$ cat config.mk
export PLATFORM = sky130hd
export DESIGN_NAME = apu_i2s_tx_flat
export DESIGN_NICKNAME = d
export VERILOG_FILES = /design/src/rtl/apu_i2s_tx_if.sv /design/src/rtl/apu_i2s_tx.sv /design/src/flat_wrapper.sv
export SDC_FILE = /design/constraint.sdc
export NUM_CORES = 1
export LEC_CHECK = 0
export ABC_AREA = 1
export ABC_CLOCK_PERIOD_IN_PS = 4550
export CAP_MARGIN = 10
export CELL_PAD_IN_SITES_DETAIL_PLACEMENT = 0
export CELL_PAD_IN_SITES_GLOBAL_PLACEMENT = 1
export CORE_UTILIZATION = 41
export CTS_CLUSTER_DIAMETER = 30
export DETAILED_ROUTE_END_ITERATION = 8
export PLACE_DENSITY = 0.82
export SLEW_MARGIN = 10
export SYNTH_ARGS = -nofsm -noshare
export SYNTH_HDL_FRONTEND = slang
export SYNTH_SLANG_ARGS = --single-unit
export TNS_END_PERCENT = 1
$ cat constraint.sdc
create_clock -name clk -period 4.55 [get_ports clk]
set_input_delay 0.91 -clock clk [delete_from_list [all_inputs] [get_ports clk]]
set_output_delay 0.91 -clock clk [all_outputs]
set_load 0.02 [all_outputs]
$ cat src/rtl/apu_i2s_tx_if.sv
// Signal bundle between the APU mixer side and the I2S transmitter.
// The master drives the sample and control inputs; the slave (transmitter) drives the codec pins.
interface apu_i2s_tx_if;
   logic        cpu_clk_en;
   logic        enable;
   logic [15:0] audio_in;
   logic        bclk;
   logic        lrclk;
   logic        sdata;
   logic        frame_strobe;

   modport master (
      output cpu_clk_en, enable, audio_in,
      input  bclk, lrclk, sdata, frame_strobe
   );

   modport slave (
      input  cpu_clk_en, enable, audio_in,
      output bclk, lrclk, sdata, frame_strobe
   );
endinterface

$ cat src/rtl/apu_i2s_tx.sv
// I2S transmitter for the APU mono mix: same word in both slots, BCLK/LRCLK derived from clk.
// Optional box-filter decimation of audio_in is enabled by defining APU_I2S_AVG_EN.
module apu_i2s_tx #(
   parameter int BCLK_DIV = 4,
   parameter int AVG_LOG2 = 4
) (
   input logic          clk,
   input logic          rst,
   apu_i2s_tx_if.slave  bus
);

   localparam int DIV_W = (BCLK_DIV > 1) ? $clog2(BCLK_DIV) : 1;
   localparam logic [DIV_W-1:0] DIV_LAST = DIV_W'(BCLK_DIV - 1);

   logic [DIV_W-1:0] r_divCnt;
   logic [4:0]       r_bitCnt;
   logic             r_bclk;
   logic             r_lrclk;
   logic             r_sdata;
   logic             r_frameStrobe;
   logic [15:0]      r_txWord;

   logic             w_divWrap;
   logic             w_fall;
   logic [4:0]       w_nextBit;
   logic [15:0]      w_source;
   logic [15:0]      w_latchWord;
   logic [15:0]      w_wordForBit;
   logic [3:0]       w_bitIdx;

`ifdef APU_I2S_AVG_EN
   localparam int DEPTH = 1 << AVG_LOG2;
   localparam int SUM_W = 16 + AVG_LOG2;

   logic [15:0]      r_hist [DEPTH];
   logic [SUM_W-1:0] r_sum;

   // History runs regardless of enable; the latch reads r_sum before this edge's update.
   always_ff @(posedge clk or posedge rst) begin
      if (rst) begin
         for (int i = 0; i < DEPTH; i++) begin
            r_hist[i] <= '0;
         end
         r_sum <= '0;
      end else if (bus.cpu_clk_en) begin
         r_hist[0] <= bus.audio_in;
         for (int i = 1; i < DEPTH; i++) begin
            r_hist[i] <= r_hist[i-1];
         end
         r_sum <= r_sum + SUM_W'(bus.audio_in) - SUM_W'(r_hist[DEPTH-1]);
      end
   end

   assign w_source = r_sum[SUM_W-1:AVG_LOG2];
`else
   logic w_unusedCfg;

   assign w_source    = bus.audio_in;
   assign w_unusedCfg = bus.cpu_clk_en ^ (AVG_LOG2 > 0);
`endif

   // Slot bit k carries word bit (16-k) mod 16, which also covers both LSB positions (k=0, k=16).
   always_comb begin
      w_divWrap    = (r_divCnt == DIV_LAST);
      w_fall       = w_divWrap && r_bclk;
      w_nextBit    = r_bitCnt + 5'd1;
      w_latchWord  = {~w_source[15], w_source[14:0]};
      w_wordForBit = (w_nextBit == 5'd1) ? w_latchWord : r_txWord;
      w_bitIdx     = 4'd0 - w_nextBit[3:0];
   end

   always_ff @(posedge clk or posedge rst) begin
      if (rst) begin
         r_divCnt      <= '0;
         r_bitCnt      <= '0;
         r_bclk        <= 1'b0;
         r_lrclk       <= 1'b0;
         r_sdata       <= 1'b0;
         r_frameStrobe <= 1'b0;
         r_txWord      <= '0;
      end else if (!bus.enable) begin
         r_divCnt      <= '0;
         r_bitCnt      <= '0;
         r_bclk        <= 1'b0;
         r_lrclk       <= 1'b0;
         r_sdata       <= 1'b0;
         r_frameStrobe <= 1'b0;
      end else begin
         r_frameStrobe <= 1'b0;
         if (w_divWrap) begin
            r_divCnt <= '0;
            r_bclk   <= ~r_bclk;
         end else begin
            r_divCnt <= r_divCnt + DIV_W'(1);
         end
         if (w_fall) begin
            r_bitCnt <= w_nextBit;
            r_lrclk  <= w_nextBit[4];
            r_sdata  <= w_wordForBit[w_bitIdx];
            if (w_nextBit == 5'd1) begin
               r_txWord      <= w_latchWord;
               r_frameStrobe <= 1'b1;
            end
         end
      end
   end

   assign bus.bclk         = r_bclk;
   assign bus.lrclk        = r_lrclk;
   assign bus.sdata        = r_sdata;
   assign bus.frame_strobe = r_frameStrobe;

endmodule

$ cat src/flat_wrapper.sv
// flat-port wrapper written by rule: the top's interface ports become plain ports
module apu_i2s_tx_flat 
#(
   parameter int BCLK_DIV = 4,
   parameter int AVG_LOG2 = 4
)
  (clk, rst, bus_cpu_clk_en, bus_enable, bus_audio_in, bus_bclk, bus_lrclk, bus_sdata, bus_frame_strobe);
  apu_i2s_tx_if bus_i ();
  input logic clk;
  input logic rst;
  input wire logic [$bits(bus_i.cpu_clk_en)-1:0] bus_cpu_clk_en;
  input wire logic [$bits(bus_i.enable)-1:0] bus_enable;
  input wire logic [$bits(bus_i.audio_in)-1:0] bus_audio_in;
  output wire logic [$bits(bus_i.bclk)-1:0] bus_bclk;
  output wire logic [$bits(bus_i.lrclk)-1:0] bus_lrclk;
  output wire logic [$bits(bus_i.sdata)-1:0] bus_sdata;
  output wire logic [$bits(bus_i.frame_strobe)-1:0] bus_frame_strobe;
  assign bus_i.cpu_clk_en = bus_cpu_clk_en;
  assign bus_i.enable = bus_enable;
  assign bus_i.audio_in = bus_audio_in;
  assign bus_bclk = bus_i.bclk;
  assign bus_lrclk = bus_i.lrclk;
  assign bus_sdata = bus_i.sdata;
  assign bus_frame_strobe = bus_i.frame_strobe;
  apu_i2s_tx #(.BCLK_DIV(BCLK_DIV), .AVG_LOG2(AVG_LOG2)) u_core (.clk(clk), .rst(rst), .bus(bus_i));
endmodule
==> results.yml, run 1 <==
outcome:
  status: "finished clean"
placement:
  hpwlAfterDp_um: 2420
  placed_cells: 271
  placed_area_um2: 1730
  globalplace.congestion: 0.777
  io_buffers: 22
clocking:
  clk_pin_slew_ns: 0.08
  post_cts_buffers: 0
  postCtsHoldBufs: 0
  postCtsResizedCells: 0
  root_buffer: "clkbuf_8"
  cts_tree: "built"
  ctsHtreeMaxLevel: 1
  clk_path_buf_depth: 2
  cts_made_buffers: 3
  cts_sinks: 26
  clock_latency_ns: 0.27
setup_path:
  end_kind: "flip-flop"
  cp-startpoint: "u_core.r_bitCnt[0]"
  crit_arrival_ns: 3.09
  crit_path_start_kind: "flip-flop"
  cp.required_ns: 4.68
  path_max_fanout: 21
  crit_buf_inv: 2
  critPathTopFamily: "simple AND/OR/NAND/NOR gates"
  critPathKind: "reg -> reg"
  r2r_slack_ns: 1.59
  crit_path_max_incr_delay_ns: 0.58
  r2r_start: "u_core.r_bitCnt[0]"
  cp_slowest_cell: "nor2_2"
  crit_chain: "ha_1 -> inv_1 -> nand2_2 -> nand2_2 -> nor2_2 -> nand3_2 -> nor2_2 -> inv_1 -> nand2_1 -> o21ai_0"
sta:
  timing.final.hold_violations: 0
  max_slew_margin_pct: 33.7
  fin_skew_ns: 0.00407
  max_freq_mhz: 338
  slew_violations: 0
  rsz0062_at_grt: "no"
  min_period_ns: 2.96
  worst_pin_slew_ns: 0.993
  fin_setup_tns_ns: 0
  finalSetupViolations: 0
  fin_crit_sh_pct: 65.0
global_route:
  grt_pass1_wl_um: 5780
  grt_max_degree: 27
  grt_antenna_before_repair: 0
  grt_usage_pct: 18.8
  grt_pass1_vias: 1285
  grt_overflow: 0
final_layout:
  final_cell_mix: "83 x nand2_1, 31 x nand3_1, 26 x dfrtp_1"
  fin_util_pct: 51.3
  final_area_um2: 1770
  finalNonFillerCells: 274
  areaGrowthSynthToFinish_pct: 16.4
  layout_commonest_cell: "nand2_1"
  num_antenna_cells: 0
  nets: 253
  layout-drive-gt1-share_pct: 5.70
yosys:
  synthCells: 212
  yosys_warnings: 0
  ys_types: 19
  synthFlopType: "dfrtp_1"
  synth_edf_count: 0
  asyncSetResetFlopFracSynth_pct: 100
  syn_area_um2: 1520
  ys_seq_area_share_pct: 42.9
  ys_ff_latch: 26
  syn_area_per_cell_um2: 7.16
  synth_nets: 235
power_and_ir_drop:
  cellLeakagePower_nw: 0.888
  pwr_density_cell_nw_per_um2: 239
  peakVddDrop_uv: 97.1
die:
  io_pins: 24
  die_w_um: 62.8
  placeableCoreArea_um2: 3440
  start_util_pct: 44.1
  die_h_um: 62.8
  rows: 21
  die-area_um2: 3950
flow_run:
  maxCapViolations: 0
route:
  drc_errors: 0
  num_vias: 1339
  antenna_left: 0
  firstDrtPassIters: 4
  routed_wl_um: 3330
  drt_iter0_markers: 65
  via_per_inst: 4.89
  routedWlPerCell_um: 12.1
worst_hold_path:
  hp-class: "reg -> reg"
  hp-start: "u_core.r_divCnt[0]"
[cell usage after synthesis (2+ instances only)]
library cell / count / share of area (%)
nor3_1: 2 / 0.66
nand2_1: 83 / 21
inv_1: 18 / 4.5
buf_6: 4 / 3.0
dfrtp_1: 26 / 43
ha_1: 3 / 2.5
o22ai_1: 3 / 1.2
nand3_1: 31 / 10
o21ai_0: 7 / 2.3
nand2_2: 4 / 1.6
nand4_1: 3 / 1.2
nor2_2: 4 / 1.6
nor2_1: 14 / 3.5
buf_2: 5 / 1.6
[final timing paths]
kind	endpoint	depth (start not counted)
setup / recovery	u_core.r_txWord[5]	10
hold / removal	u_core.r_divCnt[0]	1
setup reg to reg	u_core.r_txWord[5]	10
hold reg to reg	u_core.r_divCnt[0]	1
max in group asynchronous	u_core.r_txWord[9]	2
min in group asynchronous	u_core.r_txWord[8]	2
[metrics by stage]
step	hold slack [ns]	setup slack [ns]	power, W
2_1_floorplan	0.413	2.72	0.000275
4_1_cts	0.457	1.53	0.000431
3_3_place_gp	0.426	1.38	0.000298
6_report	0.449	1.59	0.000422
3_5_place_dp	0.444	1.27	0.000300
5_1_grt	0.477	1.30	0.000449
[worst reg2reg max path, stage by stage (launching register included)]
cell and delay [ns]:
dfrtp_1 0.56, ha_1 0.32, inv_1 0.08, nand2_2 0.07, nand2_2 0.08, nor2_2 0.09, nand3_2 0.35, nor2_2 0.58
inv_1 0.45, nand2_1 0.16, o21ai_0 0.09
[report_power, final]
| part | internal [W] | switching (W) | total (W) |
|---|---|---|---|
| logic | 0.0000249 | 0.0000233 | 0.0000482 |
| clock network | 0.0000593 | 0.0000682 | 0.000127 |
| registers | 0.000241 | 0.00000537 | 0.000246 |
| total | 0.000325 | 0.0000969 | 0.000422 |
[metal layers]
layer  up-vias  track usage [%]  wire (µm)
met5         -                0          0
met4         0             6.98         53
met3         5             2.37        103
met2        25             30.8       1520
met1       602             25.2       1650
li1        707                -          -
[flip-flops by register name, indices dropped and copies added (netlist names)]
register                 flops
u_core.bus.bclk              1
u_core.r_divCnt              2
u_core.bus.sdata             1
u_core.bus.frame_strobe      1
u_core.r_bitCnt              5
u_core.r_txWord             16
[kinds of logic after synthesis]
group / Yosys count / synth area share (%)
AOI/OAI and AO/OA: 11 / 4.04
xor gates and xnor gates: 1 / 0.577
buffers and inverters: 28 / 9.48
adders and majority gates: 3 / 2.47
DFF: 26 / 42.9
and+or+nand+nor: 143 / 40.6
[final cells by class]
cell class,count,area (µm²)
multi-input cells,158,723
repair buffers,22,220
flip-flops and latches,26,651
well taps,46,57.6
clock buffers,3,41.3
fillers,350,1680
inverters,19,73.8
Note: power is estimated with default switching activity, not from simulation.
==> inputs of run 2 (changes only) <==
--- a/config.mk
+++ b/config.mk
@@ -6,14 +6,14 @@
 export NUM_CORES = 1
 export LEC_CHECK = 0
 export ABC_AREA = 1
-export ABC_CLOCK_PERIOD_IN_PS = 4550
+export ABC_CLOCK_PERIOD_IN_PS = 2680
 export CAP_MARGIN = 10
 export CELL_PAD_IN_SITES_DETAIL_PLACEMENT = 0
 export CELL_PAD_IN_SITES_GLOBAL_PLACEMENT = 1
-export CORE_UTILIZATION = 41
+export CORE_UTILIZATION = 34
 export CTS_CLUSTER_DIAMETER = 30
 export DETAILED_ROUTE_END_ITERATION = 8
-export PLACE_DENSITY = 0.82
+export PLACE_DENSITY = 0.72
 export SLEW_MARGIN = 10
 export SYNTH_ARGS = -nofsm -noshare
 export SYNTH_HDL_FRONTEND = slang
==> constraint.sdc (replaced) <==
create_clock -name clk -period 2.68 [get_ports clk]
set_input_delay 0.536 -clock clk [delete_from_list [all_inputs] [get_ports clk]]
set_output_delay 0.536 -clock clk [all_outputs]
set_load 0.02 [all_outputs]
==> run 2 against run 1 <==
- total power increased by 81%
- clock power up 100%
- cell count increased by 3.3%
- clock-buffer cell count rose by 1
- flip-flop and latch count did not move
- hold slack worse by 0.0051 ns
- sequential share of layout area is 0.99 points lower
- critical endpoint is now u_core.r_txWord[15]
- largest power group unchanged
==> results.yml, run 2 (synthesis gave the netlist of run 1 again) <==
route:
  routedWlPerCell_um: 12.4
  num_vias: 1330
  wl_met1_um: 1820
  antenna_left: 0
  wl_met3_um: 131
  routed_wl_um: 3500
  firstDrtPassIters: 5
  drt_iter0_markers: 88
  via_per_inst: 4.70
  dr_wl_met2_um: 1530
  drc_errors: 0
  top_layer: "met4"
global_route:
  grt_pass1_vias: 1234
  grt_pass1_wl_um: 5870
  grt_overflow: 0
  grt_usage_pct: 17.2
  grt_antenna_before_repair: 0
  grt_max_degree: 27
placement:
  io_buffers: 22
  globalplace.congestion: 0.747
  hpwlAfterDp_um: 2430
  placed_area_um2: 1760
  place_ws_ns: 0.284
clocking:
  clk_pin_slew_ns: 0.09
  clk_path_buf_depth: 2
  cts_tree: "built"
  cts_made_buffers: 3
  postCtsHoldBufs: 0
  clock_latency_ns: 0.27
  ctsHtreeMaxLevel: 1
  postCtsResizedCells: 0
  cts_sinks: 26
  root_buffer: "clkbuf_8"
  post_cts_buffers: 0
sta:
  finalSetupViolations: 0
  slew_violations: 0
  fin_crit_sh_pct: 86.1
  fin_skew_ns: 0.00475
  max_slew_margin_pct: 60.3
  fin_setup_tns_ns: 0
  rsz0062_at_grt: "no"
  whs_ns: 0.444
  worst_pin_slew_ns: 0.594
  timing.final.hold_violations: 0
  setup_ws_ns: 0.373
  min_period_ns: 2.31
  max_freq_mhz: 434
setup_path:
  crit_buf_inv: 2
  cp_slowest_cell: "dfrtp_1"
  cp-startpoint: "u_core.r_bitCnt[0]"
  worst_path_most_repeated_cell: "nand2_1"
  path_depth: 9
  cp.required_ns: 2.82
  crit_path_max_incr_delay_ns: 0.58
  reg2reg_depth: 9
  crit_path_start_kind: "flip-flop"
  r2r_start: "u_core.r_bitCnt[0]"
  path_max_fanout: 21
  crit_chain: "ha_1 -> nand3_1 -> nand2_1 -> nand2_1 -> nand3_2 -> buf_4 -> nor2_2 -> inv_1 -> o21ai_0"
  critPathKind: "reg -> reg"
  end_kind: "flip-flop"
  critPathTopFamily: "buffers and inverters"
  crit_arrival_ns: 2.44
final_layout:
  layout_commonest_cell: "nand2_1"
  fin_util_pct: 43.8
  num_antenna_cells: 0
  nets: 257
  largest_reg_flops: 16
  reg.largest.list: "u_core.r_txWord x16, u_core.r_bitCnt x5, u_core.r_divCnt x2"
  areaGrowthSynthToFinish_pct: 19.6
  regMostFlops: "u_core.r_txWord"
  layout-drive-gt1-share_pct: 7.73
  final_area_um2: 1820
  final_cell_mix: "83 x nand2_1, 31 x nand3_1, 26 x dfrtp_1"
power_and_ir_drop:
  pwr_density_cell_nw_per_um2: 420
  peakVddDrop_uv: 301
  cellLeakagePower_nw: 0.915
die:
  die_w_um: 68.8
  io_pins: 24
  start_util_pct: 36.6
  die-area_um2: 4730
  die_h_um: 68.8
  placeableCoreArea_um2: 4140
  rows: 23
worst_hold_path:
  hp-class: "reg -> reg"
  hp-start: "u_core.r_divCnt[0]"
  worstHoldPathCells: 1
flow_run:
  maxCapViolations: 0
outcome:
  status: "finished clean"
==> run 2: cell count changes in the layout (fill, tap and decap cells not counted) <==
| cell | delta |
|---|---|
| clkbuf_8 | +1 |
| buf_4 | +4 |
==> run 2: metal layers <==
| metal | vias up | global-route usage [%] |
|---|---|---|
| li1 | 713 | - |
| met1 | 595 | 23.4 |
| met2 | 20 | 27.2 |
| met3 | 2 | 4.44 |
| met4 | 0 | 4.08 |
| met5 | - | 0 |
==> run 2: layout make-up <==
type                       instances  area (µm²)
fill                             453        2330
inverter                          19        73.8
tap                               50        62.6
clock buffer                       4        55.1
timing repair buffer              26         250
sequential                        26         651
multi-input combinational        158         723
==> run 2: metrics by stage <==
step / power, W / instances
floorplan: 0.000467 / 212
global placement: 0.000511 / 279
detailed placement: 0.000511 / 279
CTS: 0.000776 / 283
global route: 0.000801 / 283
finish: 0.000762 / 283
==> run 2: worst register-to-register path, delay by kind of cell (launching register included) <==
kind / cells / cell delay [ns]
adder cells (fa/ha/maj): 1 / 0.31
AND/OR/NAND/NOR: 5 / 0.42
buffers and inverters: 2 / 0.69
flip-flops: 1 / 0.58
AO/OA/AOI/OAI: 1 / 0.17
==> run 2: final timing paths <==
path                                        to  slack [ns]
setup / recovery           u_core.r_txWord[15]        0.37
hold / removal              u_core.r_divCnt[0]        0.44
setup reg to reg           u_core.r_txWord[15]        0.37
hold reg to reg             u_core.r_divCnt[0]        0.44
max in group asynchronous  u_core.r_txWord[11]        1.81
min in group asynchronous   u_core.r_divCnt[1]        0.61
==> run 2: power by group <==
| part | switching [W] | total, W | internal, W |
|---|---|---|---|
| logic | 0.0000401 | 0.0000837 | 0.0000436 |
| registers | 0.00000894 | 0.000418 | 0.000409 |
| clock network | 0.000129 | 0.000260 | 0.000132 |
